<file path="config.mk">
export PLATFORM = sky130hd
export DESIGN_NAME = mem_arb2
export DESIGN_NICKNAME = d
export VERILOG_FILES = /design/src/rtl/mem_arb2.sv
export SDC_FILE = /design/constraint.sdc
export NUM_CORES = 1
export LEC_CHECK = 0
export ABC_AREA = 1
export BUFFER_PORTS_ARGS = -buffer_cell sky130_fd_sc_hd__buf_2
export CAP_MARGIN = 15
export CORE_AREA = 2 2 121 123
export CTS_CLUSTER_DIAMETER = 80
export DETAILED_ROUTE_END_ITERATION = 8
export DIE_AREA = 0 0 123 125
export MAX_ROUTING_LAYER = met4
export PLACE_DENSITY = 0.55
export SLEW_MARGIN = 20
export SYNTH_ARGS = -nofsm -noshare
export SYNTH_HDL_FRONTEND = slang
export SYNTH_SLANG_ARGS = --single-unit
</file>
<file path="constraint.sdc">
create_clock -name clk -period 1.5 [get_ports clk]
set_input_delay 0 -clock clk [delete_from_list [all_inputs] [get_ports clk]]
set_output_delay 0 -clock clk [all_outputs]
set_load 0.02 [all_outputs]
</file>
<file path="src/rtl/mem_arb2.sv">
// Two-master round-robin arbiter for the native picorv32 memory bus, one grant per transaction.
// Optional slave watchdog (TIMEOUT cycles, ERR_RDATA response) is built when MEM_ARB2_TIMEOUT_EN is defined.
module mem_arb2 #(
    parameter int          TIMEOUT   = 1024,
    parameter logic [31:0] ERR_RDATA = 32'hDEADBEEF
) (
    input  logic        clk,
    input  logic        rst,
    input  logic        m0_valid,
    output logic        m0_ready,
    input  logic [31:0] m0_addr,
    input  logic [31:0] m0_wdata,
    input  logic [3:0]  m0_wstrb,
    output logic [31:0] m0_rdata,
    input  logic        m1_valid,
    output logic        m1_ready,
    input  logic [31:0] m1_addr,
    input  logic [31:0] m1_wdata,
    input  logic [3:0]  m1_wstrb,
    output logic [31:0] m1_rdata,
    output logic        s_valid,
    input  logic        s_ready,
    output logic [31:0] s_addr,
    output logic [31:0] s_wdata,
    output logic [3:0]  s_wstrb,
    input  logic [31:0] s_rdata,
    output logic [1:0]  grant,
    output logic        err
);
    if (TIMEOUT < 2) begin : g_bad_timeout
        $error("mem_arb2: TIMEOUT must be >= 2");
    end

    // Encoding doubles as the one-hot grant, so grant is a plain register read.
    typedef enum logic [1:0] {
        IDLE = 2'b00,
        OWN0 = 2'b01,
        OWN1 = 2'b10
    } state_t;

    state_t state_q;
    logic   last_q;
    logic   tmo;

`ifdef MEM_ARB2_TIMEOUT_EN
    logic [15:0] cnt_q;
    logic        err_q;

    // Real completion wins over the watchdog when both land in the same cycle.
    assign tmo = (state_q != IDLE) && !s_ready && (cnt_q == 16'(TIMEOUT - 1));
    assign err = err_q;

    always_ff @(posedge clk) begin
        if (rst) begin
            cnt_q <= '0;
            err_q <= 1'b0;
        end else begin
            if (state_q == IDLE)
                cnt_q <= '0;
            else if (!s_ready)
                cnt_q <= cnt_q + 16'd1;
            if (tmo)
                err_q <= 1'b1;
        end
    end
`else
    assign tmo = 1'b0;
    assign err = 1'b0;
`endif

    always_ff @(posedge clk) begin
        if (rst) begin
            state_q <= IDLE;
            last_q  <= 1'b1;
        end else begin
            unique case (state_q)
                IDLE: begin
                    if (m0_valid && (!m1_valid || last_q))
                        state_q <= OWN0;
                    else if (m1_valid)
                        state_q <= OWN1;
                end
                OWN0: begin
                    if (s_ready || tmo) begin
                        state_q <= IDLE;
                        last_q  <= 1'b0;
                    end else if (!m0_valid) begin
                        state_q <= IDLE;
                    end
                end
                OWN1: begin
                    if (s_ready || tmo) begin
                        state_q <= IDLE;
                        last_q  <= 1'b1;
                    end else if (!m1_valid) begin
                        state_q <= IDLE;
                    end
                end
                default: state_q <= IDLE;
            endcase
        end
    end

    assign grant = state_q;

    always_comb begin
        s_valid  = 1'b0;
        s_addr   = '0;
        s_wdata  = '0;
        s_wstrb  = '0;
        m0_ready = 1'b0;
        m1_ready = 1'b0;
        unique case (state_q)
            OWN0: begin
                s_valid  = m0_valid && !tmo;
                s_addr   = m0_addr;
                s_wdata  = m0_wdata;
                s_wstrb  = m0_wstrb;
                m0_ready = s_ready || tmo;
            end
            OWN1: begin
                s_valid  = m1_valid && !tmo;
                s_addr   = m1_addr;
                s_wdata  = m1_wdata;
                s_wstrb  = m1_wstrb;
                m1_ready = s_ready || tmo;
            end
            default: ;
        endcase
    end

    assign m0_rdata = (tmo && state_q == OWN0) ? ERR_RDATA : s_rdata;
    assign m1_rdata = (tmo && state_q == OWN1) ? ERR_RDATA : s_rdata;
endmodule

</file>
# Word level (Yosys, flattened, before mapping)
# Index checks and enable logic that the tools add are counted.
# op_classes
eq_ne,7
n_mux,16
n_reduce_logical,7
# op_table
op,count
one-hot mux 32 bit (2 select lines),2
2-to-1 mux 2 bit,6
!= test 3 bit (second input constant),3
one-hot mux 4 bit (2 select lines),1
one-hot mux 2 bit (3 select lines),1
AND reduction 3 bit,2
2-to-1 mux 1 bit,4
!= test 2 bit (second input constant),2
one-hot mux 1 bit (2 select lines),2
== test 2 x 1 -> 1 bit (second input constant),1
== test 2 bit (second input constant),1
logical NOT 2 bit,1
nonzero test 2 bit,1
logical AND 1 bit,1
logical NOT 1 bit,1
logical OR 1 bit,1
# word_totals
ff_bits,3
in_bits,173
out_inout_bits,138
elab_cells,32

# Depth between registers and ports, before layout
# Gate-level depths: netlist (run 1).
# depth
ltp_word,5
depth_mapped,9

# Worst setup path after synthesis (run 1)
# Ideal clock, no wire load.
# synth_path
path_kind,reg2out
start,"reg state_q[0], in the netlist grant[0]"
end,out s_addr[10]
t_arrival_ns,1.604
path_slack_ns,-0.104
path_stages_with_launch,7
n_path_buf,2
path_cell_list,dfxtp_1 -> inv_1 -> ha_1 -> inv_2 -> buf_4 -> buf_2 -> a21oi_1
# synth_via
elab_chain_len,2
# synth_lines
item,line_no,text
start: declaration,41,state_t state_q;
start signal: assignment,73,state_q <= IDLE;
start signal: assignment,79,state_q <= OWN0;
start signal: assignment,81,state_q <= OWN1;
== test 2 bit or == test 2 x 1 -> 1 bit (tied branches),113,unique case (state_q)
one-hot mux 32 bit (2 select lines) (*),113,
end: declaration,23,"output logic [31:0] s_addr,"
# Every way passes the cells marked *; elsewhere a longest branch is shown, timed or not.

# Final worst setup path (run 1)
# layout_path
start,"reg state_q[1], in the netlist grant[1]"
end,out s_wdata[8]
# layout_via
elab_chain_len,2
# layout_lines
item,line_no,text
== test 2 bit or == test 2 x 1 -> 1 bit (tied branches),113,
one-hot mux 32 bit (2 select lines) (*),113,
end: declaration,24,"output logic [31:0] s_wdata,"
# Marked as above.

==> results of run 1 <==
power by group:
group | leakage (uW) | internal (uW) | switching, uW
clock | 0.0000382 | 351 | 73.0
sequential | 0.0000260 | 95.3 | 21.1
combinational | 0.00158 | 1100 | 1280
total | 0.00164 | 1540 | 1380
state kept, by name, summed over array words and instances (netlist names):
| register | cells |
|---|---|
| last_q | 1 |
| grant | 2 |
routing by layer:
layer  part of all wire (%)  vias up  global-route usage [%]
li1                       -     1322                       -
met1                     41     1197                    9.98
met2                     49      156                    16.9
met3                    8.5       32                    2.65
met4                    2.2        0                    3.07
met5                      0        -                       -
worst paths after layout:
path,slack [ps],from,end
max,1,grant[1],s_wdata[8]
min,0.01,s_rdata[0],m0_rdata[0]
max reg2reg,180,grant[0],grant[1]
min reg2reg,470,last_q,last_q
synth_stat cells:
library cell / count / area share, %
inv_1: 9 / 1.9
nand2_1: 152 / 33
clkbuf_1: 5 / 1.1
nor2_1: 7 / 1.5
ha_1: 5 / 3.6
conb_1: 1 / 0.22
a21oi_1: 70 / 20
nand3_1: 1 / 0.29
buf_6: 2 / 1.3
nor3_1: 1 / 0.29
inv_2: 1 / 0.22
buf_2: 13 / 3.7
dfxtp_1: 3 / 3.5
buf_4: 68 / 29
worst register-to-register path, stage by stage, from the launching register on:
cell	delay, ps
dfxtp_4	380
inv_6	50
buf_4	130
ha_1	230
nand2_1	70
nand2_1	50
nand2_1	50
nand2_1	90
nand2_1	90
nand2_1	50
nor2_1	70
kinds of logic after synthesis:
group / count (synthesis) / synth area share (%)
DFF: 3 / 3.46
buffers and inverters: 98 / 37.7
AOI/OAI and AO/OA: 70 / 20.2
other: 1 / 0.216
and+or+nand+nor: 161 / 34.9
adders and majority gates: 5 / 3.60
cell type report:
type                       instances  area (sq um)
sequential                         3          67.6
inverter                          10          52.6
multi-input combinational        237          1190
fill                            1607         10700
timing repair buffer             247          1860
clock buffer                       4          78.8
tap                              184           230
repair_timing:
item | 4_1_cts | 5_1_grt
gates cloned | 3 | 14
setup buffers | 1 | 9
setup endpoints to repair | 69 | 52
pin swaps | 0 | 9
hold endpoints to repair | 1 | 0
hold buffers | 1 | 0
resized for setup | 45 | 79
through the flow:
| stage | setup WS (ps) | setup TNS, ps | hold WS (ps) |
|---|---|---|---|
| 3_5_place_dp | 126 | 0 | 0.200 |
| 5_1_grt | -41.7 | -395 | 0.0446 |
| 6_report | 1.43 | 0 | 0.00970 |
| 3_3_place_gp | 147 | 0 | 0.200 |
| 2_1_floorplan | -104 | -1040 | 88.4 |
| 4_1_cts | 3.10 | 0 | 0.200 |
==> out/qor.yml, run 1 <==
globalRouteOverflowTotal: 0
drv_cap: 0
instances_no_fill: 685
grt_pass1_wl_um: 11300
post-route-util_pct: 24.5
grt_usage_pct: 9.50
vias: 2707
powerDensity_nw_per_um2: 839
final_common_cell: "buf_2"
cts.path.max_buffers: 2
finalMaxSlewViolations: 0
fin_nets: 680
wl_per_cell_um: 15.0
p_leak_uw: 0.00164
layout-drive-gt1-share_pct: 58.5
cp_top_family: "buffers and inverters"
rsz0062_at_grt: "true"
worst-path-buf-inv: 4
grt_pass1_vias: 2289
arrival_ps: 1500
insertion_delay_ps: 220
crit_chain: "inv_6, ha_4, buf_12, clkbuf_16, nand2_1, a21oi_1, buf_4"
antenna_cells: 0
slowest_stage: "dfxtp_4"
drt-initial-drc-count: 151
final_cell_mix: "buf_2, nand2_1, buf_4"
syn_area_sq_um: 1740
fin_area_sq_um: 3480
grt_max_degree: 37
numPortBuffers: 213
dp_hpwl_um: 5670
dr.pass1.iters: 4
ys_ff_latch: 3
syn_area_per_cell_sq_um: 5.14
wirelength_um: 10300
critPathLaunchType: "register"
cts-buffers-inserted: 3
min_path_cells: 0
ios: 311
synth_seq_area_share_pct: 3.46
h-tree-depth: 1
cpPeakStageDelay_ps: 360
max_freq_mhz: 667
route.detailed.drc: 0
hold_viol_final: 0
end_kind: "output pin"
syn_nets: 516
finalSetupViolCount: 0
core_area_sq_um: 14200
die_area_sq_um: 15400
critical_path_class: "register to output pin"
min-delay-path-class: "input pin to output pin"
antenna_found_initial: 0
rows: 44
path_depth: 7
dp_cells: 653
clock_sink_count: 3
synthesis.instances: 338
required_ps: 1500
total_power_uw: 2920
r2r_cells: 10
die_y_um: 125
peakVddDrop_uv: 619
cts-root-buf: "clkbuf_16"
ys_warn_count: 0
postPlaceCellArea_sq_um: 2540
period_needed_ps: 1500
skew_ps: 1.22
viasPerCell: 3.95
ant_nets: 0
netlist-cell-type-count: 14
start_util_pct: 12.2
cts_tree: "built"
die_x_um: 123
path_clk_slew_ps: 30
status: "finished clean"
area_growth_pct: 100
path_max_fanout: 8
fin_crit_sh_pct: 99.9
gp_congestion: 0.775
Power figures use the tool's default switching activity.
==> run 2: changes to the inputs <==
==> config.mk (replaced) <==
export PLATFORM = sky130hd
export DESIGN_NAME = mem_arb2
export DESIGN_NICKNAME = d
export VERILOG_FILES = /design/src/rtl/mem_arb2.sv
export SDC_FILE = /design/constraint.sdc
export NUM_CORES = 1
export LEC_CHECK = 0
export ABC_AREA = 1
export CAP_MARGIN = 15
export CORE_AREA = 2 2 120 122
export CTS_CLUSTER_DIAMETER = 80
export DETAILED_ROUTE_END_ITERATION = 8
export DIE_AREA = 0 0 122 124
export DONT_BUFFER_PORTS = 1
export MAX_ROUTING_LAYER = met4
export PLACE_DENSITY = 0.36
export SLEW_MARGIN = 20
export SYNTH_ARGS = -nofsm -noshare
export SYNTH_HDL_FRONTEND = slang
export SYNTH_SLANG_ARGS = --single-unit
==> run 2 against run 1 <==
Sequential cell count unchanged. Register-to-register slack improved by 30 ps. Via count down 18%. Power shrank 4.1%. Sequential share of layout area is 0.35 points higher. Clock power up 1%. Routed wire length is 14% lower. Non-clock buffer count shrank 138. Utilization decreased by 3.0 points. Global-route usage fell by 2.3 points. Worst hold slack hardly changed. The flow now finishes with violations (negative setup slack).
==> out/qor.yml, run 2 (synthesis gave the netlist of run 1 again) <==
status: "finished with violations"
violations: "negative setup slack"
cts.path.max_buffers: 2  # unchanged
insertion_delay_ps: 230  # about the same
dp_cells: 508  # -22%
fillers: 1535  # -4.5%
die_x_um: 122  # -0.81%
drt-initial-drc-count: 72  # -52%
place_ws_ps: 109  # -17.0 ps
wirelength_um: 8850  # -14%
reg2reg_from: "grant[0]"
h-tree-depth: 1  # unchanged
cts-root-buf: "clkbuf_16"
grt_pass1_vias: 1746  # -24%
final_cell_mix: "nand2_1, buf_4, a21oi_2"
antenna_cells: 0  # unchanged
largest_reg_flops: 2  # unchanged
setup_ws_ps: -3.83  # -5.25 ps
fin_nets: 542  # -20%
finalSetupViolCount: 2  # +2
hp-start: "s_rdata[13]"
vias: 2219  # -18%
path_max_fanout: 8  # unchanged
grt_usage_pct: 7.15  # -2.3 points
rsz0062_at_grt: "true"
grt_pass1_wl_um: 8280  # -27%
critPathLaunchType: "register"
path_clk_slew_ps: 30  # about the same
max_freq_mhz: 665  # -0.35%
period_needed_ps: 1500  # +5.25 ps
min_to: "m1_rdata[13]"
sw_frac_of_total_pct: 48.4  # +1.2 points
instances_no_fill: 543  # -21%
numPortBuffers: 0  # -100%
powerDensity_nw_per_um2: 951  # +13%
gp_congestion: 0.723  # -6.7%
p_leak_uw: 0.00111  # -32%
final_common_cell: "nand2_1"
globalRouteOverflowTotal: 0  # unchanged
fin_tns_setup_ps: -6.92  # -6.92 ps
fin_crit_sh_pct: 100  # +0.35 points
drv_cap: 0  # unchanged
layout-drive-gt1-share_pct: 52.1  # -6.4 points
finalMaxSlewViolations: 0  # unchanged
ant_nets: 0  # unchanged
r2r_setup_slack_ps: 210  # +30 ps
hold_viol_final: 0  # unchanged
p_comb_share_pct: 80.5  # -1.0 points
min_path_cells: 0  # unchanged
area_growth_pct: 69.3
ios: 311  # unchanged
grt_max_degree: 40  # +8.1%
die_area_sq_um: 15100  # -1.6%
rows: 43  # -2.3%
wl_per_cell_um: 16.3  # +8.8%
internal_power_uw: 1440  # -6.3%
cts_tree: "built"
required_ps: 1500  # about the same
dp_hpwl_um: 4860  # -14%
route.detailed.drc: 0  # unchanged
min-delay-path-class: "input pin to output pin"
antenna_found_initial: 0  # unchanged
die_y_um: 124  # -0.80%
core_area_sq_um: 13700  # -3.4%
viasPerCell: 4.09  # +3.4%
arrival_ps: 1500  # about the same
rr_endpoint: "grant[0]"
skew_ps: 1.88  # +0.655 ps
clock_sink_count: 3  # unchanged
power.share.sequential_pct: 4.1  # about the same
switchingPower_uw: 1350  # -1.7%
end_kind: "output pin"
critical_path_class: "register to output pin"
start_util_pct: 12.7  # +0.43 points
p_clk_share_pct: 15.3  # +0.8 points
r2r_cells: 9  # -1
peakVddDrop_uv: 549  # -11%
dr.pass1.iters: 4  # unchanged
cts-buffers-inserted: 3  # unchanged
-- run 2: changes by cell type in the layout (fill, tap and decap cells not counted), sizes merged --
cell / delta
buf: -139
dlygate4sd3: +1
-- run 2: worst max-delay path, stage by stage, from the launching register on --
cell       delay, ps
dfxtp_4          360
inv_6             80
ha_4             170
buf_8            140
clkbuf_16        160
nand2_1           60
a21oi_2          140
buf_4            150
-- run 2: layer usage --
metal	share of wire, %	up-vias	track usage, %	routed length (um)
li1	-	1042	-	-
met1	39	1020	7.05	3450
met4	2.8	0	3.52	248
met2	51	123	13.3	4500
met3	7.4	34	1.56	653
met5	0	-	-	0
-- run 2: power groups by stage --
| stage | clock (uW) | combinational [uW] | sequential (uW) |
|---|---|---|---|
| after floorplan | 0 | 1140 | 113 |
| after global placement | 0 | 1450 | 104 |
| after detailed placement | 0 | 1420 | 104 |
| after CTS | 439 | 1570 | 106 |
| after global routing | 446 | 2400 | 119 |
| final | 429 | 2250 | 116 |
-- run 2: final cells by class --
class	count	area (sq um)	area share, %
Sequential cell	3	67.6	2.30
Clock buffer	4	78.8	2.68
Timing Repair Buffer	109	1220	41.4
Tap cell	180	225	7.66
Inverter	10	50.0	1.70
Multi-Input combinational cell	237	1300	44.2
-- run 2: how the worst max path moves through the flow --
stage	endpoint	slack, ps	cells after the start	start
CTS	s_addr[16]	-40	6	grant[0]
finish	s_addr[30]	-4	7	grant[1]
global placement	s_wdata[15]	100	6	grant[1]
detailed placement	s_wdata[15]	110	6	grant[0]
global route	s_addr[13]	-50	7	grant[0]
floorplan	s_addr[10]	-100	6	grant[0]
-- run 2: timing repair --
action	CTS	global route
endpoints found under the hold margin	3	0
pin swaps	0	34
resized for setup	14	99
setup buffers	1	14
hold buffers	2	0
gates cloned	1	13
endpoints found under the setup margin	69	69
-- run 2: metrics by stage --
stage / instance area (sq um) / hold WS (ps) / power, uW / util [%]
6_report: 2940 / 0.00924 / 2800 / 21.4
5_1_grt: 2940 / 0.0586 / 2970 / 21.4
4_1_cts: 2190 / 0.200 / 2120 / 16.0
3_5_place_dp: 2010 / 0.200 / 1530 / 14.7
3_3_place_gp: 2010 / 0.200 / 1550 / 14.7
2_1_floorplan: 1740 / 88.4 / 1250 / -
==> run 3: changes to the inputs <==
--- a/config.mk
+++ b/config.mk
@@ -5,15 +5,15 @@
 export SDC_FILE = /design/constraint.sdc
 export NUM_CORES = 1
 export LEC_CHECK = 0
-export ABC_AREA = 1
+export ABC_AREA = 0
 export CAP_MARGIN = 15
-export CORE_AREA = 2 2 120 122
+export CORE_AREA = 4 4 118 120
 export CTS_CLUSTER_DIAMETER = 80
 export DETAILED_ROUTE_END_ITERATION = 8
 export DIE_AREA = 0 0 122 124
 export DONT_BUFFER_PORTS = 1
 export MAX_ROUTING_LAYER = met4
-export PLACE_DENSITY = 0.36
+export PLACE_DENSITY = 0.37
 export SLEW_MARGIN = 20
 export SYNTH_ARGS = -nofsm -noshare
 export SYNTH_HDL_FRONTEND = slang
==> run 3 against run 2 <==
The run still ends with negative setup slack left. First-iteration DRC count shrank 39%. Die area is the same. Synthesized cell count shrank 25%. Combinational power shrank 16%. Clock skew grew 2.3 ps. Largest power group unchanged. Utilization grew 2.3 points. Maximum frequency shrank 2.2%. Non-clock buffer count shrank 20. Global-route usage grew 2.5 points.
==> out/qor.yml, run 3 <==
path_max_fanout: 7  # -1
synth_top_area_share_pct: 29.1  # -3.7 points
syn_area_sq_um: 1810  # +3.9%
drt-initial-drc-count: 44  # -39%
cts-root-buf: "clkbuf_16"
antenna_cells: 0  # unchanged
reg2reg_from: "grant[0]"
syn_area_per_cell_sq_um: 7.16  # +39%
cpPeakStageDelay_ps: 390  # +30 ps
wirelength_um: 9480  # +7.1%
ios: 311  # unchanged
finalSetupViolCount: 41  # +39
violations: "negative setup slack"
largest_reg_flops: 2  # unchanged
yosys.area.top_type: "a22oi_1"
required_ps: 1500  # about the same
die_y_um: 124  # unchanged
insertion_delay_ps: 230  # about the same
clock_sink_count: 3  # unchanged
min_path_cells: 0  # unchanged
critical_path_class: "register to output pin"
ant_nets: 0  # unchanged
powerDensity_nw_per_um2: 788  # -17%
synthTopCellsByArea: "a22oi_1, buf_4, nor2b_1, buf_2, ha_1"
min-delay-path-class: "input pin to output pin"
max_freq_mhz: 651  # -2.2%
final_cell_mix: "a22oi_2, buf_4, nor2b_4"
path_clk_slew_ps: 30  # about the same
ys_ff_latch: 3  # unchanged
ys_warn_count: 0  # unchanged
die_area_sq_um: 15100  # unchanged
hold_viol_final: 0  # unchanged
viasPerCell: 4.33  # +6.0%
area_growth_pct: 70.4
synth_common_cells: "a22oi_1, nor2b_1, buf_4, buf_2, clkbuf_1"
cts-buffers-inserted: 3  # unchanged
start_util_pct: 13.9  # +1.2 points
h-tree-depth: 1  # unchanged
period_needed_ps: 1540  # +33.3 ps
r2r_cells: 5  # -4
hp-start: "s_rdata[7]"
finalMaxSlewViolations: 0  # unchanged
core_area_sq_um: 13000  # -5.4%
fin_nets: 436  # -20%
globalRouteOverflowTotal: 0  # unchanged
antenna_found_initial: 0  # unchanged
netlist-cell-type-count: 20  # +6
grt_pass1_wl_um: 10500  # +26%
wl_per_cell_um: 21.9  # +34%
dr.pass1.iters: 4  # unchanged
syn_nets: 430  # -17%
synth_seq_area_share_pct: 3.33  # -0.13 points
status: "finished with violations"
final_common_cell: "a22oi_2"
synth-edff-count: 0  # unchanged
total_power_uw: 2420  # -13%
end_kind: "output pin"
ys.flop_type: "dfxtp_1"
route.detailed.drc: 0  # unchanged
grt_pass1_vias: 1774  # +1.6%
die_x_um: 122  # unchanged
grt_usage_pct: 9.64  # +2.5 points
layout-drive-gt1-share_pct: 70.4  # +18 points
setup_ws_ps: -37.1  # -33.3 ps
ys_async_sr_fraction_pct: 0  # unchanged
peakVddDrop_uv: 275  # -50%
arrival_ps: 1540  # +40 ps
slowest_stage: "dfxtp_4"
r2r_setup_slack_ps: 40  # -170 ps
synthesis.instances: 252  # -25%
p_leak_uw: 0.000998  # -10%
rows: 42  # -2.3%
grt_max_degree: 25  # -38%
cts.path.max_buffers: 2  # unchanged
drv_cap: 0  # unchanged
numPortBuffers: 0  # unchanged
rsz0062_at_grt: "true"
crit_chain: "inv_6, ha_4, buf_12, clkbuf_16, nor2b_1, buf_4"
rr_endpoint: "grant[1]"
vias: 1875  # -16%
skew_ps: 4.14  # +2.26 ps
critPathLaunchType: "register"
gp_congestion: 0.687  # -5.0%
post-route-util_pct: 23.7  # +2.3 points
dp_hpwl_um: 5680  # +17%
cts_tree: "built"
fin_crit_sh_pct: 102  # +2.2 points
min_to: "m1_rdata[7]"
## run 3: per-stage QoR
step | hold slack, ps | setup TNS (ps) | area (sq um) | worst slack [ps] | std cells
2_1_floorplan | 105 | 0 | 1840 | 6.69 | 252
3_3_place_gp | 0.200 | 0 | 2000 | 36.5 | 409
3_5_place_dp | 0.200 | 0 | 2000 | 9.41 | 409
4_1_cts | 0.200 | -950 | 2480 | -57.0 | 424
5_1_grt | 0.0425 | -3060 | 3080 | -70.7 | 433
6_report | 0.00922 | -673 | 3080 | -37.1 | 433
## run 3: area by class of cell
cell class,instances,area (sq um)
Inverter,2,15.0
Multi-Input combinational cell,159,1650
Tap cell,176,220
Clock buffer,4,78.8
Fill cell,1391,9900
Timing Repair Buffer,89,1050
Sequential cell,3,67.6
## run 3: worst max-delay path by stage
stage                   from     endpoint  cells past startpoint
detailed placement  grant[1]     grant[1]                      5
floorplan           grant[0]     grant[1]                      5
finish              grant[1]  s_wdata[25]                      6
global route        grant[1]  s_wdata[22]                      6
global placement    grant[0]     grant[1]                      5
CTS                 grant[1]      s_valid                      5
## run 3: critical path, delay by kind of cell (launching register included)
family	cells	cell delay, ps
fa+ha+maj	1	280
simple gates	1	130
buf+inv	4	500
flops	1	390
## run 3: kinds of logic (layout without fill, tap and decap cells)
| kind of cell | count (synthesis) | after routing | synth area share [%] |
|---|---|---|---|
| other cells | 1 | 1 | 0.208 |
| flops | 3 | 3 | 3.33 |
| buf+inv | 90 | 95 | 34.4 |
| fa+ha+maj | 5 | 5 | 3.47 |
| simple gates | 78 | 78 | 26.5 |
| mux | 2 | 2 | 1.18 |
| compound gates | 73 | 73 | 30.9 |
## run 3: per-layer routing
metal / up-vias / GRT usage (%) / wire [um]
met3: 16 / 1.18 / 661
met1: 888 / 9.56 / 3350
met5: - / - / 0
li1: 833 / - / -
met4: 0 / 3.22 / 155
met2: 138 / 19.3 / 5310
## run 3: what timing repair did
action                                  in CTS  in global routing
pin swaps                                    5                  9
hold buffers                                 3                  0
buffers inserted                             3                  3
endpoints found under the setup margin      69                 65
cloned                                       5                  8
hold endpoints to repair                     2                  0
resized for setup                           45                101
## run 3: where the power goes
part | total, uW | switching, uW | internal [uW] | leakage [uW]
clock | 427 | 76.3 | 351 | 0.0000382
combinational | 1890 | 867 | 1020 | 0.000934
sequential | 105 | 15.4 | 90.1 | 0.0000260
total | 2420 | 958 | 1460 | 0.000998
